<file path="src/rtl/mul_mac_sequencer.sv">
// Multiply-accumulate front end: queues CPU operand pairs, drives the sequential
// multiplier over its register bus and sums 64-bit products into an accumulator.
module mul_mac_sequencer #(
   parameter int DEPTH = 4
) (
   input  logic        clk,
   input  logic        rst,
   input  logic [7:0]  address,
   input  logic [31:0] write_data,
   output logic [31:0] read_data,
   input  logic        we,
   input  logic        re,
   output logic [7:0]  m_address,
   output logic [31:0] m_write_data,
   input  logic [31:0] m_read_data,
   output logic        m_we,
   output logic        m_re
);

   localparam int AW = (DEPTH > 1) ? $clog2(DEPTH) : 1;
   localparam logic [AW:0] FULL_CNT = (AW+1)'(DEPTH);

   typedef enum logic [2:0] {
      S_IDLE, S_LOAD_A, S_LOAD_B, S_WAIT, S_READ_H, S_READ_L
   } state_t;

   state_t        state_q, state_d;
   logic [63:0]   mem_q [DEPTH];
   logic [63:0]   mem_d [DEPTH];
   logic [AW-1:0] wr_ptr_q, wr_ptr_d, rd_ptr_q, rd_ptr_d;
   logic [AW:0]   cnt_q, cnt_d;
   logic [31:0]   opa_q, opa_d, a_q, a_d, b_q, b_d, hi_q, hi_d;
   logic [63:0]   acc_q, acc_d;
   logic [31:0]   count_q, count_d;
   logic          overflow_q, overflow_d;

   logic full, busy, pop, push_req, push;
   logic unused_re;

   // Reads have no side effects, so the read strobe carries no information here.
   assign unused_re = re;

   assign full     = (cnt_q == FULL_CNT);
   assign busy     = (state_q != S_IDLE) || (cnt_q != '0);
   assign pop      = (state_q == S_IDLE) && (cnt_q != '0);
   assign push_req = we && (address == 8'h08);
   assign push     = push_req && (!full || pop);

   always_comb begin
      state_d    = state_q;
      mem_d      = mem_q;
      wr_ptr_d   = wr_ptr_q;
      rd_ptr_d   = rd_ptr_q;
      cnt_d      = cnt_q + {{AW{1'b0}}, push} - {{AW{1'b0}}, pop};
      opa_d      = opa_q;
      a_d        = a_q;
      b_d        = b_q;
      hi_d       = hi_q;
      acc_d      = acc_q;
      count_d    = count_q;
      overflow_d = overflow_q;

      if (we && (address == 8'h04)) opa_d = write_data;
      if (push) begin
         mem_d[wr_ptr_q] = {opa_q, write_data};
         wr_ptr_d        = wr_ptr_q + 1'b1;
      end
      if (push_req && !push) overflow_d = 1'b1;
      if (pop) begin
         a_d      = mem_q[rd_ptr_q][63:32];
         b_d      = mem_q[rd_ptr_q][31:0];
         rd_ptr_d = rd_ptr_q + 1'b1;
      end

      case (state_q)
         S_IDLE:   if (pop) state_d = S_LOAD_A;
         S_LOAD_A: state_d = S_LOAD_B;
         S_LOAD_B: state_d = S_WAIT;
         S_WAIT:   if (!m_read_data[0]) state_d = S_READ_H;
         S_READ_H: begin
            hi_d    = m_read_data;
            state_d = S_READ_L;
         end
         S_READ_L: begin
            acc_d   = acc_q + {hi_q, m_read_data};
            count_d = count_q + 32'd1;
            state_d = S_IDLE;
         end
         default:  state_d = S_IDLE;
      endcase

      // A software clear overrides a MAC completing in the same cycle.
      if (we && (address == 8'h14)) begin
         if (write_data[0]) begin
            acc_d   = '0;
            count_d = '0;
         end
         if (write_data[1]) overflow_d = 1'b0;
      end
   end

   always_comb begin
      m_we         = 1'b0;
      m_re         = 1'b0;
      m_address    = 8'h00;
      m_write_data = 32'h0;
      case (state_q)
         S_LOAD_A: begin
            m_we         = 1'b1;
            m_address    = 8'h04;
            m_write_data = a_q;
         end
         S_LOAD_B: begin
            m_we         = 1'b1;
            m_address    = 8'h08;
            m_write_data = b_q;
         end
         S_WAIT: begin
            m_re      = 1'b1;
            m_address = 8'h00;
         end
         S_READ_H: begin
            m_re      = 1'b1;
            m_address = 8'h0C;
         end
         S_READ_L: begin
            m_re      = 1'b1;
            m_address = 8'h10;
         end
         default: ;
      endcase
   end

   always_comb begin
      read_data = 32'h0;
      case (address)
         8'h00: read_data = {24'h0, 4'(cnt_q), 1'b0, overflow_q, full, busy};
         8'h04: read_data = opa_q;
         8'h0C: read_data = acc_q[63:32];
         8'h10: read_data = acc_q[31:0];
         8'h18: read_data = count_q;
         default: read_data = 32'h0;
      endcase
   end

   always_ff @(posedge clk) begin
      mem_q <= mem_d;
      a_q   <= a_d;
      b_q   <= b_d;
      hi_q  <= hi_d;
      if (rst) begin
         state_q    <= S_IDLE;
         wr_ptr_q   <= '0;
         rd_ptr_q   <= '0;
         cnt_q      <= '0;
         opa_q      <= '0;
         acc_q      <= '0;
         count_q    <= '0;
         overflow_q <= 1'b0;
      end else begin
         state_q    <= state_d;
         wr_ptr_q   <= wr_ptr_d;
         rd_ptr_q   <= rd_ptr_d;
         cnt_q      <= cnt_d;
         opa_q      <= opa_d;
         acc_q      <= acc_d;
         count_q    <= count_d;
         overflow_q <= overflow_d;
      end
   end

endmodule

</file>
<file path="config.mk">
export PLATFORM = sky130hd
export DESIGN_NAME = mul_mac_sequencer
export DESIGN_NICKNAME = d
export VERILOG_FILES = /design/src/rtl/mul_mac_sequencer.sv
export SDC_FILE = /design/constraint.sdc
export NUM_CORES = 1
export LEC_CHECK = 0
export BUFFER_PORTS_ARGS = -buffer_cell sky130_fd_sc_hd__buf_2
export CORE_AREA = 2 2 337 172
export DETAILED_ROUTE_END_ITERATION = 12
export DIE_AREA = 0 0 339 174
export PLACE_DENSITY = 0.68
export SKIP_LAST_GASP = 1
export SLEW_MARGIN = 30
export SYNTH_ARGS = -nofsm -noshare
export SYNTH_HDL_FRONTEND = slang
export SYNTH_SLANG_ARGS = --single-unit
export TNS_END_PERCENT = 1
</file>
<file path="constraint.sdc">
create_clock -name clk -period 6.06 [get_ports clk]
set_clock_uncertainty 0.1 [all_clocks]
set_input_delay 0.303 -clock clk [delete_from_list [all_inputs] [get_ports clk]]
set_output_delay 0.303 -clock clk [all_outputs]
set_load 0.1 [all_outputs]
</file>
=== Word level (Yosys, flattened, before mapping) ===
Index checks and enable logic that the tools add are counted.

* Register bits after elaboration: 491
* Output and inout port bits: 74

* Mux-type cells: 23
* Bitwise gates (word level): 2
* Reductions and logical operators: 18
* Add/subtract/negate cells: 6
* $lt $le $gt $ge: 3
* Equality and inequality tests: 14

{| class="wikitable"
|+ Operator list
! operator !! number
|-
| 2-to-1 mux 64 bit || 6
|-
| bitwise mux 256 bit || 1
|-
| case mux 32 bit (5 select lines) || 1
|-
| binary-select mux 64 bit (select 2 bit) || 1
|-
| demux 64 bit (select 2 bit) || 1
|-
| 2-to-1 mux 32 bit || 3
|-
| adder 64 bit || 1
|-
| case mux 32 bit (2 select lines) || 1
|-
| adder 32 x 1 -> 32 bit (second input constant) || 1
|-
| equality test 8 x 5 -> 1 bit (second input constant) || 3
|-
| case mux 5 bit (4 select lines) || 1
|-
| equality test 8 x 4 -> 1 bit (second input constant) || 2
|-
| case mux 3 bit (5 select lines) || 1
|-
| equality test 3 bit (second input constant) || 3
|-
| equality test 8 x 3 -> 1 bit (second input constant) || 1
|-
| logical NOT 8 bit || 1
|-
| logical AND 1 bit || 7
|-
| equality test 3 x 2 -> 1 bit (second input constant) || 2
|-
| >= comparator 3 bit (second input constant) || 2
|-
| 2-to-1 mux 3 bit || 2
|-
| NOT 2 -> 3 bit || 2
|-
| nonzero test 3 bit || 2
|-
| 2-to-1 mux 1 bit || 5
|-
| adder 2 x 1 -> 2 bit (second input constant) || 2
|-
| other kinds (11) || 14
|}

=== Depth between registers and ports, before layout ===
* Word-level depth: 9
* Mapped depth: 13
* Mapped depth without buffers: 13

=== Least setup slack after synthesis ===
OpenSTA, ideal clock, no wires.

* Path kind: register to register
* Start: register state_q[2]
* End: register cnt_q[2]
* Clock period less this slack: 5585 ps
* Arrival time: 5357 ps
* Setup time: 128 ps
* Buffers on the path: 1
* Setup slack: 475 ps
* Stages on the path, launching flop included: 12
* Path through: dfxtp_1 buf_2 or3_1 nor2b_1 ha_1 inv_1 ha_1 inv_1 fa_1 xor2_1 xnor2_1 nor2_1

* Longest elaborated chain between the ends: 6

{| class="wikitable"
|+ RTL lines
! element !! line !! source
|-
| start, declared || 27 || <nowiki>state_t state_q, state_d;</nowiki>
|-
| start signal, assigned || 161 || <nowiki>state_q <= state_d;</nowiki>
|-
| logical NOT 3 bit (*) || 45 || <nowiki>assign pop = (state_q == S_IDLE) && (cnt_q != '0);</nowiki>
|-
| logical AND 1 bit (*) || 45 ||
|-
| named net pop || 37 || <nowiki>logic full, busy, pop, push_req, push;</nowiki>
|-
| logical OR 1 bit || 47 || <nowiki>assign push = push_req && (!full || pop);</nowiki>
|-
| logical AND 1 bit || 47 ||
|-
| adder 3 x 1 -> 3 bit || 54 || <nowiki>cnt_d = cnt_q + {{AW{1'b0}}, push} - {{AW{1'b0}}, pop};</nowiki>
|-
| subtractor 3 x 1 -> 3 bit (*) || 54 ||
|-
| end signal, assigned || 164 || <nowiki>cnt_q <= cnt_d;</nowiki>
|-
| end, declared || 31 || <nowiki>logic [AW:0] cnt_q, cnt_d;</nowiki>
|}

Mark *: on every way through the listed nets, which the timed path passes. The rest lies on a longest branch.
A chain may end at the register's enable or synchronous reset.

=== Worst setup path in the final report ===
* Start: input port m_read_data[16]
* End: register acc_q[63]

* Longest elaborated chain between the ends: 4

{| class="wikitable"
|+ RTL lines
! element !! line !! source
|-
| start, declared || 15 || <nowiki>input logic [31:0] m_read_data,</nowiki>
|-
| adder 64 bit (*) || 85 || <nowiki>acc_d = acc_q + {hi_q, m_read_data};</nowiki>
|-
| 2-to-1 mux 64 bit (*) || 75 || <nowiki>case (state_q)</nowiki>
|-
| 2-to-1 mux 64 bit || 94 || <nowiki>if (write_data[0]) begin</nowiki>
|-
| 2-to-1 mux 64 bit (*) || 93 || <nowiki>if (we && (address == 8'h14)) begin</nowiki>
|-
| end signal, assigned || 157 || <nowiki>acc_q <= '0;</nowiki>
|-
| end signal, assigned || 166 || <nowiki>acc_q <= acc_d;</nowiki>
|-
| end, declared || 33 || <nowiki>logic [63:0] acc_q, acc_d;</nowiki>
|}

Mark *: on every way between the ends. The rest lies on a longest branch, timed or not.

==> impl_metrics.ini <==
[placed_design]
port_buffers = 143
dp_hpwl_um = 45600
gp_congestion = 0.951

[finish]
regArea_sq_um = 13400
drive_gt1_share_pct = 17.8
areaGrowthSynthToFinish_pct = 17.0
final_util_pct = 46.2
final_nets = 2123
multiInputGateArea_sq_um = 8530
mostFrequentLayoutCell = edfxtp_1
mostFrequentLayoutCells = edfxtp_1, nand2_1, a21oi_1
fillerInstances = 5070
antennaDiodeCount = 0

[die]
row_count = 62
die_w_um = 339
die_area_sq_um = 59000
die-height_um = 174
start_util_pct = 39.5
core_area_sq_um = 56400
io_pins = 150

[clocking]
root_buffer = clkbuf_16
h-tree-depth = 2
cts_sinks = 491
tritoncts.num_buffers = 44
clk_pin_slew_ps = 70
worstSkewPairLatency_ps = 610
cts_setup_buffers = 0
cts_tree = yes
clock_path_buffers = 3

[power_and_ir_drop]
power.total_w = 0.00927
p_int_w = 0.00622
max-vdd-ir-drop_mv = 0.280
p_seq_share_pct = 44.4
p_switching_w = 0.00305
p_leak_nw = 9.31
powerDensity_nw_per_um2 = 356
clockPowerShare_pct = 32.4
p_comb_share_pct = 23.2
swShare_pct = 32.9

[worst_setup_path]
critPathMaxFanout = 8
critPathTopFamily = compound AO/OA/AOI/OAI gates
crit_path_end_kind = flop
crit_required_ps = 6490
critical-path-max-stage-delay_ps = 590
cp_cell_sequence = dlygate4sd3_1 -> buf_2 -> ha_1 -> a21oi_1 -> o21ai_0 -> a41oi_1 -> o21ai_0 -> o21ai_2 -> a2111oi_2 -> nor3_2 -> mux2i_1 -> nand3_1 -> a21oi_1
critical_path_buf_inv_count = 2
worstSetupPathType = input port to flop
crit_path_start_kind = input port
slowest_stage = nor3_2
crit_arrival_ps = 4340

[routing]
wire_per_inst_um = 23.8
drt-pass1-iter-count = 6
vias = 15800
totalWireLength_um = 66300
drt_iter0_drc = 1937
vias_per_cell = 5.68
final_antenna_net_count = 0
drc = 0

[global_routing]
antenna_found_initial = 4
first_global_vias = 15200
grt_util_met2_pct = 31.2
grt_start_max_net_pins = 67
use_met1_pct = 33.2
grt_pass1_wl_um = 97500
top_usage_layer = met1
grt_use_met3_pct = 6.15
grt_overflow = 0
grtUsageTotal_pct = 22.1

[synthesis]
synth_area_per_cell_sq_um = 12.5
ys_warn_count = 0
synth_cell_types = 85
synth_area_sq_um = 22300
synth_edf_count = 352
ys_seq_area_share_pct = 59.9
async_flop_share_pct = 0
syn-instance-count = 1788
synth-seq-cells = 491
ys.flop_type = edfxtp_1

[sta]
rsz0062_at_grt = false
setup_viol = 0
min_period_ps = 3910
finalSetupTns_ps = 0
timing_hold_violations_final = 0
slew_viol_final = 0
relSlewSlack_pct = 34.9
worstMarginPinSlew_ps = 974
fin_crit_sh_pct = 64.5
max_freq_mhz = 256

[job]
cap_violations = 0

[outcome]
status = completed

[worst_hold_path]
worstHoldPathType = input port to flop
-- final cells by class --
type / count / area share [%]
Inverter: 31 / 0.446
Sequential cell: 491 / 51.2
Clock inverter: 27 / 1.36
Timing Repair Buffer: 228 / 5.99
Clock buffer: 55 / 4.57
Tap cell: 768 / 3.69
Multi-Input combinational cell: 1179 / 32.7
-- layer usage --
| layer | up-vias | part of all wire [%] |
|---|---|---|
| met5 | - | 0.080 |
| met4 | 4 | 2.3 |
| met3 | 97 | 10 |
| met2 | 695 | 41 |
| met1 | 7841 | 46 |
| li1 | 7139 | - |
-- stage by stage --
stage	hold slack (ps)	area, sq um	instances	worst slack, ps
floorplan	302	22300	1792	475
global placement	358	23800	2630	2340
detailed placement	368	23900	2632	2300
CTS	40.0	26100	2779	2340
global route	76.5	26100	2779	2050
finish	74.2	26100	2779	2150
-- registers in the layout, indices dropped and copies added (netlist names), 3 cells and up --
register  count
hi_q         32
count_q      32
b_q          32
mem_q       256
acc_q        64
cnt_q         3
a_q          32
state_q       3
opa_q        32
-- power groups by stage --
stage                     combinational (W)  sequential (W)  clock (W)
after floorplan                     0.00173         0.00411          0
after global placement              0.00209         0.00419          0
after detailed placement            0.00212         0.00420          0
after CTS                           0.00216         0.00412    0.00304
after global routing                0.00225         0.00415    0.00317
final                               0.00215         0.00412    0.00300
-- path summary, 6_finish.rpt --
check | startpoint | to | slack (ps) | cells after the start
max | m_read_data[16] | acc_q[63] | 2150 | 13
min | address[3] | opa_q[0] | 70 | 4
max reg2reg | acc_q[16] | acc_q[63] | 2280 | 11
min reg2reg | acc_q[35] | acc_q[35] | 380 | 2
-- cell usage after synthesis (33+ instances only) --
cell type / count / area (sq um)
edfxtp_1: 352 / 10600
xnor2_1: 47 / 412
a22oi_1: 60 / 450
dfxtp_1: 139 / 2780
nor2_1: 80 / 300
a22o_1: 33 / 289
xor2_1: 33 / 289
nand3_1: 45 / 225
mux4_2: 64 / 1440
o21ai_0: 49 / 245
a21oi_1: 150 / 751
nand2_1: 263 / 987
clkbuf_1: 64 / 240
ha_1: 70 / 876
-- cells by family (layout without fill, tap and decap cells) --
family | Yosys count | in the layout | synth area share (%)
buffers and inverters | 122 | 341 | 2.21
other | 1 | 5 | 0.0168
DFF | 491 | 491 | 59.9
xor gates and xnor gates | 80 | 80 | 3.14
and+or+nand+nor | 522 | 522 | 10.8
adders and majority gates | 72 | 72 | 4.11
AOI/OAI and AO/OA | 429 | 429 | 13.0
muxes | 71 | 71 | 6.79
-- worst min-delay path, cell delays in order --
cell     delay (ps)
buf_2           200
nor4_4           90
nand2_1          70
a21oi_1          50
-- repair_timing --
action / CTS / global route
resized for setup: 0 / 0
hold endpoints to repair: 193 / 0
hold buffers: 65 / 0
(Power assumes the default switching activity.)
